<file path="src/rtl/prt_riscv_lib_edge_det.sv">
// prt_riscv_lib_edge_det: multi-channel synchronised, debounced edge detector with sticky events and IRQ
module prt_riscv_lib_edge_det #(
  parameter int P_CHANNELS    = 8,
  parameter int P_SYNC_STAGES = 2,
  parameter int P_FILTER_LEN  = 4
) (
  input  logic                    CLK_IN,
  input  logic                    RST_IN,
  input  logic                    CKE_IN,
  input  logic [P_CHANNELS-1:0]   A_IN,
  input  logic [2*P_CHANNELS-1:0] EDGE_SEL_IN,
  input  logic [P_CHANNELS-1:0]   CLR_IN,
  output logic [P_CHANNELS-1:0]   STA_OUT,
  output logic [P_CHANNELS-1:0]   RE_OUT,
  output logic [P_CHANNELS-1:0]   FE_OUT,
  output logic [P_CHANNELS-1:0]   EVT_OUT,
  output logic                    IRQ_OUT
);
  localparam int LP_CW = $clog2(P_FILTER_LEN + 1);
  localparam logic [LP_CW-1:0] LP_LAST = LP_CW'(P_FILTER_LEN - 1);
  logic [P_CHANNELS-1:0] w_s, w_commit, w_match;
  logic [P_CHANNELS-1:0] r_sta, r_re, r_fe, r_evt;
  logic [LP_CW-1:0]      r_cnt [P_CHANNELS];
  generate
    if (P_SYNC_STAGES > 0) begin : g_sync
      logic [P_CHANNELS-1:0] r_sync [P_SYNC_STAGES];
      always_ff @(posedge CLK_IN)
        if (RST_IN) begin
          for (int i = 0; i < P_SYNC_STAGES; i++) r_sync[i] <= '0;
        end else if (CKE_IN) begin
          r_sync[0] <= A_IN;
          for (int i = 1; i < P_SYNC_STAGES; i++) r_sync[i] <= r_sync[i-1];
        end
      assign w_s = r_sync[P_SYNC_STAGES-1];
    end else begin : g_nosync
      assign w_s = A_IN;
    end
  endgenerate
  // A commit happens on the enabled edge where the input has differed for the full filter length
  always_comb begin
    w_commit = '0;
    w_match  = '0;
    for (int c = 0; c < P_CHANNELS; c++) begin
      w_commit[c] = CKE_IN && (w_s[c] != r_sta[c]) && (r_cnt[c] == LP_LAST);
      w_match[c]  = w_s[c] ? EDGE_SEL_IN[2*c] : EDGE_SEL_IN[2*c+1];
    end
  end
  always_ff @(posedge CLK_IN)
    if (RST_IN) begin
      r_sta <= '0;
      r_re  <= '0;
      r_fe  <= '0;
      r_evt <= '0;
      for (int c = 0; c < P_CHANNELS; c++) r_cnt[c] <= '0;
    end else begin
      r_re  <= w_commit & w_s;
      r_fe  <= w_commit & ~w_s;
      r_sta <= r_sta ^ w_commit;
      r_evt <= (r_evt & ~CLR_IN) | (w_commit & w_match);
      if (CKE_IN)
        for (int c = 0; c < P_CHANNELS; c++)
          r_cnt[c] <= (w_s[c] == r_sta[c] || w_commit[c]) ? '0 : r_cnt[c] + 1'b1;
    end
  assign STA_OUT = r_sta;
  assign RE_OUT  = r_re;
  assign FE_OUT  = r_fe;
  assign EVT_OUT = r_evt;
  assign IRQ_OUT = |r_evt;
endmodule

</file>
<file path="config.mk">
export PLATFORM = sky130hd
export DESIGN_NAME = prt_riscv_lib_edge_det
export DESIGN_NICKNAME = d
export VERILOG_FILES = /design/src/rtl/prt_riscv_lib_edge_det.sv
export SDC_FILE = /design/constraint.sdc
export NUM_CORES = 1
export LEC_CHECK = 0
export CORE_MARGIN = 2
export CORE_UTILIZATION = 30
export CTS_BUF_LIST = sky130_fd_sc_hd__clkbuf_8 sky130_fd_sc_hd__clkbuf_16
export CTS_CLUSTER_DIAMETER = 30
export DETAILED_ROUTE_END_ITERATION = 12
export GPL_ROUTABILITY_DRIVEN = 0
export PLACE_DENSITY_LB_ADDON = 0.25
export SKIP_CTS_REPAIR_TIMING = 1
export SLEW_MARGIN = 20
export SYNTH_ARGS = -nofsm -noshare
export SYNTH_HDL_FRONTEND = slang
export SYNTH_SLANG_ARGS = --single-unit
</file>
<file path="constraint.sdc">
create_clock -name CLK_IN -period 2.1 [get_ports CLK_IN]
set_input_delay 0.42 -clock CLK_IN [delete_from_list [all_inputs] [get_ports CLK_IN]]
set_output_delay 0.42 -clock CLK_IN [all_outputs]
set_load 0.01 [all_outputs]
</file>
==> results.json <==
{
  "outcome": "completed",
  "hold_violations": 0,
  "drcViolationCount": 0,
  "synth-seq-cells": 72,
  "dr.pass1.iters": 4,
  "switching_power_w": 0.0005919,
  "ant_nets": 0,
  "leakage_nw": 1.492,
  "hp-start": "EVT_OUT[1]",
  "via_per_inst": 4.306,
  "clockBufferDepth": 2,
  "timing.fmax_mhz": 514.5,
  "post-route-min-period_ns": 1.944,
  "seq_area_frac_synth_pct": 61.15,
  "startpoint_type": "register",
  "n_antenna_cell": 0,
  "cts_max_level": 3,
  "syn_avg_cell_area_um2": 11.24,
  "cp_slowest_cell": "clkdlybuf4s50_1",
  "root_buffer": "clkbuf_8",
  "crit_path_start": "EVT_OUT[5]",
  "yosysWarnings": 0,
  "nNetsFinal": 397,
  "cts_sinks": 72,
  "die_x_um": 104.2,
  "pin_count": 68,
  "grt_pass1_wl_mm": 10.22,
  "path_cells": "nor4_1 -> nand2_1 -> clkdlybuf4s50_1",
  "r2r-start": "r_cnt[0][15]",
  "setup_slack_ns": 0.1564,
  "start_util_pct": 30.81,
  "pre_cts_ws_ns": 0.2217,
  "crit_path_end_kind": "primary output",
  "critPathMaxFanout": 3,
  "die_h_um": 104.2,
  "wl_per_cell_um": 12.90,
  "grt.total_usage_pct": 12.16,
  "p_int_w": 0.002202,
  "fin_crit_sh_pct": 92.55,
  "tns_ns": 0,
  "rsz0062_at_grt": "no",
  "grt_antenna_before_repair": 0,
  "grt_pass1_vias": 2017,
  "die_area_um2": 10860,
  "final_util_pct": 41.72,
  "clock_latency_ns": 0.34,
  "cts_buffers": 9,
  "wirelength_mm": 6.232,
  "placed_cell_area_um2": 3891,
  "worstPathRequired_ns": 1.68,
  "slew_headroom_pct": 82.09,
  "crit_family": "buffers and inverters",
  "grt_start_max_net_pins": 41,
  "maxCapViolations": 0,
  "final_area_um2": 4078,
  "syn_nets": 319,
  "vias": 2080,
  "cp_slowest_stage_delay_ns": 0.48,
  "synth_cell_types": 27,
  "coreArea_um2": 9774,
  "syn_inst": 268,
  "fin_worst_skew_ns": 0.008468,
  "finalSetupViolCount": 0,
  "clk_pin_slew_ns": 0.07,
  "dpl.hpwl_mm": 4.397,
  "path_class": "reg -> out",
  "path_buf_inv": 1,
  "power.share.sequential_pct": 56.3,
  "powerDensity_nw_per_um2": 685.1,
  "synth_area_um2": 3012,
  "place.port_buffers": 67,
  "total_power_w": 0.002794,
  "drt_iter0_drc": 67,
  "ir_drop_mv": 0.2843,
  "placementRows": 36,
  "hp-class": "reg -> reg",
  "tritoncts": "built",
  "arrival_ns": 1.52,
  "area_delta_synth_final_pct": 35.40,
  "clkPwrFrac_pct": 36.4,
  "overflow": 0,
  "drive_above_1_share_pct": 5.714,
  "switching_share_pct": 21.19,
  "tightest_slew_ns": 0.2687,
  "slew_viol_final": 0,
  "comb_power_share_pct": 7.3
}
==> cell usage in the layout (no fill, tap or decap), types with 4 or more instances in the layout <==
cell / instances
nand3_1: 8
nand2_1: 32
xnor2_1: 6
ha_1: 16
inv_1: 26
clkbuf_8: 13
dfxtp_1: 32
o32ai_1: 7
nor3b_1: 14
clkdlybuf4s50_1: 67
a21oi_1: 8
nor2_1: 27
edfxtp_1: 40
nand3b_1: 9
buf_4: 4
and2_1: 16
o21a_1: 7
or3_1: 6
==> metal layers <==
metal | global-route usage, % | vias up | share of wire, % | routed length, um
li1 | - | 1075 | - | -
met1 | 16.13 | 935 | 51 | 3186
met2 | 18.09 | 58 | 41 | 2573
met3 | 3.509 | 12 | 5.3 | 333
met4 | 6.081 | 0 | 2.2 | 138
met5 | 0 | - | 0 | 0
==> synthesized netlist by cell type, drive strengths merged <==
| master | n | area (um^2) |
|---|---|---|
| a21oi | 8 | 40.04 |
| and2 | 16 | 100.1 |
| and2b | 1 | 7.510 |
| buf | 3 | 16.26 |
| clkbuf | 3 | 11.26 |
| dfxtp | 32 | 640.6 |
| edfxtp | 40 | 1201 |
| ha | 16 | 200.2 |
| inv | 24 | 90.09 |
| mux2i | 1 | 10.01 |
| nand2 | 32 | 120.1 |
| nand2b | 1 | 6.260 |
| nand3 | 8 | 40.04 |
| nand3b | 9 | 67.56 |
| nor2 | 27 | 101.4 |
| nor3b | 14 | 105.1 |
| nor4 | 2 | 12.51 |
| o21a | 7 | 52.55 |
| o21ai | 1 | 5.000 |
| o32ai | 7 | 61.31 |
| or2 | 1 | 6.260 |
| or3 | 6 | 37.54 |
| or3b | 1 | 8.760 |
| xnor2 | 6 | 52.55 |
| xor2 | 2 | 17.52 |
==> final timing paths <==
check                                    end  slack, ns  depth (start not counted)
worst min-delay path              EVT_OUT[1]       0.49                          2
worst max-delay path                 IRQ_OUT       0.16                          3
worst max register to register  r_cnt[0][17]       0.58                          4
worst min register to register    EVT_OUT[1]       0.49                          2
==> sequential cells by signal, summed over array words and instances, names as in the netlist <==
signal / cells
RE_OUT: 8
r_cnt: 24
STA_OUT: 8
EVT_OUT: 8
FE_OUT: 8
g_sync.r_sync: 16
==> kinds of logic after synthesis <==
logic type,Yosys count,share of synthesized area [%]
and+or+nand+nor,118,20.36
buffers and inverters,30,3.905
muxes,1,0.3324
AOI/OAI and AO/OA,23,5.276
DFF,72,61.15
xor gates and xnor gates,8,2.327
adders and majority gates,16,6.647
==> layout make-up <==
type	instances	area (um^2)
Inverter	24	90.09
Sequential cell	72	1842
Clock buffer	13	178.9
Multi-Input combinational cell	166	1052
Tap cell	133	166.4
Clock inverter	2	7.507
Fill cell	951	5697
Timing Repair Buffer	73	740.7
==> per-stage QoR <==
step	instances	hold slack (ns)
CTS	483	0.4958
global placement	468	0.4834
global route	483	0.5077
detailed placement	468	0.4840
finish	483	0.4909
floorplan	268	0.4846
==> power by group through the flow <==
stage | clock network (W) | registers, W | logic, W
final | 0.00102 | 0.00157 | 0.000203
after global routing | 0.00111 | 0.00158 | 0.000227
after CTS | 0.00105 | 0.00157 | 0.000207
after detailed placement | 0 | 0.00161 | 0.000205
after global placement | 0 | 0.00160 | 0.000204
after floorplan | 0 | 0.00160 | 0.0000978
==> worst register-to-register path, cell delays in order, from the launching register on <==
cell	delay, ns
edfxtp_1	0.40
ha_1	0.23
ha_1	0.23
or3_1	0.42
nor2_1	0.11
No activity file was read; power rests on OpenSTA's default activity.
==> patch 1, RTL diff (same flow settings) <==
`r_re` and `r_fe` no longer have a reset.
--- a/src/rtl/prt_riscv_lib_edge_det.sv
+++ b/src/rtl/prt_riscv_lib_edge_det.sv
@@ -48,19 +48,20 @@
   always_ff @(posedge CLK_IN)
     if (RST_IN) begin
       r_sta <= '0;
-      r_re  <= '0;
-      r_fe  <= '0;
       r_evt <= '0;
       for (int c = 0; c < P_CHANNELS; c++) r_cnt[c] <= '0;
     end else begin
-      r_re  <= w_commit & w_s;
-      r_fe  <= w_commit & ~w_s;
       r_sta <= r_sta ^ w_commit;
       r_evt <= (r_evt & ~CLR_IN) | (w_commit & w_match);
       if (CKE_IN)
         for (int c = 0; c < P_CHANNELS; c++)
           r_cnt[c] <= (w_s[c] == r_sta[c] || w_commit[c]) ? '0 : r_cnt[c] + 1'b1;
     end
+
+  always_ff @(posedge CLK_IN) begin
+    r_re <= w_commit & w_s;
+    r_fe <= w_commit & ~w_s;
+  end
   assign STA_OUT = r_sta;
   assign RE_OUT  = r_re;
   assign FE_OUT  = r_fe;
Formal check against the unedited RTL: differs if RST_IN is asserted again (counterexample within 10 cycles, from zero or initial values and one cycle with RST_IN high); with RST_IN held inactive, the same outputs for 10 cycles.
==> patch 1 against the unedited design <==
  * Wire length decreased by 1.4%
  * Die area increased by 2.0%
  * Worst setup slack improved by 0.15 ns
  * Final cell count unchanged
  * Sequential power about the same
  * Power increased by 5.5%
  * Design area increased by 2.1%
  * Synthesized area increased by 2.1%
  * Sequential cell count unchanged
  * Critical path type unchanged
  * Largest power group unchanged
  * Highest routed layer unchanged
==> patch 1: results (changes against the unedited design) <==
grt:
  grt_pass1_wl_mm: 9.98  # -2.4%
  met3_usage_pct: 4.21  # +0.70 points
  met1_usage_pct: 15.3  # -0.80 points
  grt_pass1_vias: 2051  # +1.7%
  globalRouteTotalUtil_pct: 11.7  # -0.46 points
  met2_usage_pct: 17.1  # -0.95 points
yosys:
  synthFlopType: "edfxtp_1"
  synth_nets: 316  # -0.94%
  synth_adder_area_share_pct: 6.51  # -0.14 points
  synth.area.mux_share_pct: 0  # -0.33 points
  synth-xor-area-share_pct: 2.28  # -0.048 points
  synth_area_leaders: "edfxtp_1 (39%), dfxtp_1 (21%), ha_1 (6.5%)"
  synth_compound_area_share_pct: 4.27  # -1.0 points
  synth_common_cells: "edfxtp_1 (40), dfxtp_1 (32), nand2_1 (24)"
  ys_seq_area_share_pct: 59.9  # -1.3 points
  synthDistinctLibCells: 32  # +19%
  synthCells: 265  # -1.1%
finish:
  drive_gt1_share_pct: 10.0  # +4.3 points
  final_nets: 396  # -0.25%
  final.fill_count: 942  # -0.95%
worst_setup_path:
  slowest_delay_ns: 0.59  # +0.11 ns
  r2r-start: "r_cnt[0][0]"
  worstPathMaxFanout: 7  # +4
  cpLargestDelayFamily: "buffers and inverters"
  r2r-end: "r_cnt[0][0]"
routing:
  viasPerCell: 4.34  # +0.72%
  wl_met3_um: 456  # +37%
  drt_iter0_drc: 66  # -1.5%
  wirelength_mm: 6.15  # -1.4%
  drt-met1-wl_mm: 2.91  # -8.8%
  wl_met2_mm: 2.65  # +3.1%
place:
  place_inst: 467  # -0.21%
  place_ws_ns: 0.240  # +0.0178 ns
  place_area_um2: 3950  # +1.4%
  dp_hpwl_mm: 4.28  # -2.7%
pwr:
  power.density_nw_per_um2: 708  # +3.4%
  ir_drop_v: 0.000448  # +58%
  total_leakage_power_uw: 0.00159  # +6.8%
timing:
  fin_skew_ns: 0.00848  # +0.0000131 ns
  worst_pin_slew_ns: 0.389  # +0.120 ns
  hold_ws_ns: 0.491  # +0.00000400 ns
min_path:
  worstHoldStart: "EVT_OUT[6]"
  min_delay_worst_endpoint: "EVT_OUT[6]"
outcome:
  status: "completed"
[patch 1: report_power, final]
| group | switching (uW) | internal (uW) | leakage [uW] |
|---|---|---|---|
| Sequential | 32.3 | 1540 | 0.000699 |
| Combinational | 83.9 | 117 | 0.000788 |
| Clock | 517 | 658 | 0.000106 |
[patch 1: worst max path at each step]
stage | start | to | slack (ns) | depth (start not counted)
5_1_grt | EVT_OUT[2] | IRQ_OUT | 0.18 | 4
2_1_floorplan | RST_IN | g_sync.r_sync[0][0] | 0.09 | 2
3_5_place_dp | CKE_IN | r_cnt[0][18] | 0.24 | 5
3_3_place_gp | CKE_IN | r_cnt[0][11] | 0.26 | 3
6_report | STA_OUT[7] | STA_OUT[7] | 0.30 | 1
4_1_cts | EVT_OUT[2] | IRQ_OUT | -0.001 | 4
[patch 1: layout make-up]
type	instances	area share, %
clock buffer	9	2.97
clock inverter	7	2.07
inverter	16	1.44
multi-input combinational	172	27.6
sequential	72	44.2
tap	133	4.00
timing repair buffer	74	17.7
==> patch 2, RTL diff (same settings) <==
Made on the original files. The parameter `P_SYNC_STAGES` goes from 2 to 4.
--- a/src/rtl/prt_riscv_lib_edge_det.sv
+++ b/src/rtl/prt_riscv_lib_edge_det.sv
@@ -1,7 +1,7 @@
 // prt_riscv_lib_edge_det: multi-channel synchronised, debounced edge detector with sticky events and IRQ
 module prt_riscv_lib_edge_det #(
   parameter int P_CHANNELS    = 8,
-  parameter int P_SYNC_STAGES = 2,
+  parameter int P_SYNC_STAGES = 4,
   parameter int P_FILTER_LEN  = 4
 ) (
   input  logic                    CLK_IN,
Function: changed (Yosys sat finds a counterexample within 10 cycles, from zero or initial values and one cycle with RST_IN high).
==> patch 2 against the unedited design <==
  * Synthesized area rose by 20%
  * Power rose by 43%
  * Design area rose by 20%
  * Sequential cell count rose by 16
  * Final cell count rose by 10%
  * Wire length rose by 14%
  * Sequential power rose by 24%
  * Worst hold slack improved by 0.0020 ns
  * Combinational power rose by 7%
  * Sequential share of layout area rose by 2.5 points
  * Clock skew fell by 0.0038 ns
  * Worst setup slack got worse by 0.081 ns
  * Via count rose by 12%
==> patch 2: results (changes against the unedited design) <==
yosys:
  synth_compound_area_share_pct: 4.74  # -0.54 points
  synth-xor-area-share_pct: 1.94  # -0.39 points
  synth.area.mux_share_pct: 0  # -0.33 points
  ys_seq_elements: 88  # +22%
  synthCells: 302  # +13%
  synth_edf_count: 56  # +40%
  synth_nets: 353  # +11%
  synth_adder_area_share_pct: 5.53  # -1.1 points
  ys_seq_area_share_pct: 64.2  # +3.0 points
  synth_area_leaders: "edfxtp_1 (46%), dfxtp_1 (18%), and2_1 (5.5%)"
grt:
  met1_usage_pct: 15.0  # -1.1 points
  met2_usage_pct: 17.6  # -0.49 points
  grt_pass1_vias: 2247  # +11%
  grt_pass1_wl_mm: 11.2  # +9.5%
  met3_usage_pct: 3.40  # -0.11 points
  globalRouteTotalUtil_pct: 11.4  # -0.74 points
  grt_max_degree: 38  # -7.3%
finish:
  final_util_pct: 40.9  # -0.80 points
  final_nets: 432  # +8.8%
  reg.largest.list: "g_sync.r_sync (32), r_cnt (24)"
  final_cells: 533  # +10%
  inv_count: 24  # unchanged
  nMultiInputCombCells: 182  # +9.6%
  buffers: 76  # +4.1%
  drive_gt1_share_pct: 7.25  # +1.5 points
  area_share_clock_buf_inv_pct: 7.19  # +2.6 points
  final-nonclk-buf-share_pct: 15.7  # -2.5 points
  multi_input_area_share_pct: 23.9  # -1.9 points
routing:
  drt-met1-wl_mm: 3.43  # +7.7%
  wirelength_mm: 7.08  # +14%
  drt_iter0_drc: 34  # -49%
  wl_met3_um: 358  # +7.5%
  wl_met2_mm: 3.20  # +24%
worst_setup_path:
  worstPathMaxFanout: 2  # -1
  critPathArrivalTime_ns: 1.60  # +0.08 ns
place:
  dp_hpwl_mm: 4.98  # +13%
  place_area_um2: 4520  # +16%
  place_ws_ns: 0.169  # -0.0524 ns
  place_inst: 517  # +10%
min_path:
  hold_path.class: "reg2reg"
clocking:
  numCtsBuffers: 9  # unchanged
  root_buffer: "clkbuf_16"
floorplan:
  num_rows: 40  # +11%
outcome:
  status: "completed"
pwr:
  ir_drop_v: 0.000421  # +48%
  total_leakage_power_uw: 0.00180  # +20%
timing:
  fin_skew_ns: 0.00465  # -0.00382 ns
  worst_pin_slew_ns: 0.324  # +0.0550 ns
==> patch 2: worst paths after layout <==
path / from / depth (start not counted) / end / slack [ns]
setup / recovery: EVT_OUT[0] / 3 / IRQ_OUT / 0.08
hold / removal: EVT_OUT[3] / 2 / EVT_OUT[3] / 0.49
setup reg to reg: r_cnt[0][0] / 4 / r_cnt[0][1] / 0.57
hold reg to reg: EVT_OUT[3] / 2 / EVT_OUT[3] / 0.49
==> patch 2: kinds of logic (layout without fill, tap and decap cells) <==
family                     after synthesis  count (layout)
AOI/OAI and AO/OA                       24              24
xor gates and xnor gates                 8               8
adders and majority gates               16              16
buffers and inverters                   32             116
DFF                                     88              88
and+or+nand+nor                        134             134
==> patch 2: where the power goes <==
part           internal, uW  leakage, uW  switching [uW]
logic                   120     0.000751            96.3
clock network          1180     0.000170             650
registers              1910     0.000876            32.4
total                  3210      0.00180             779
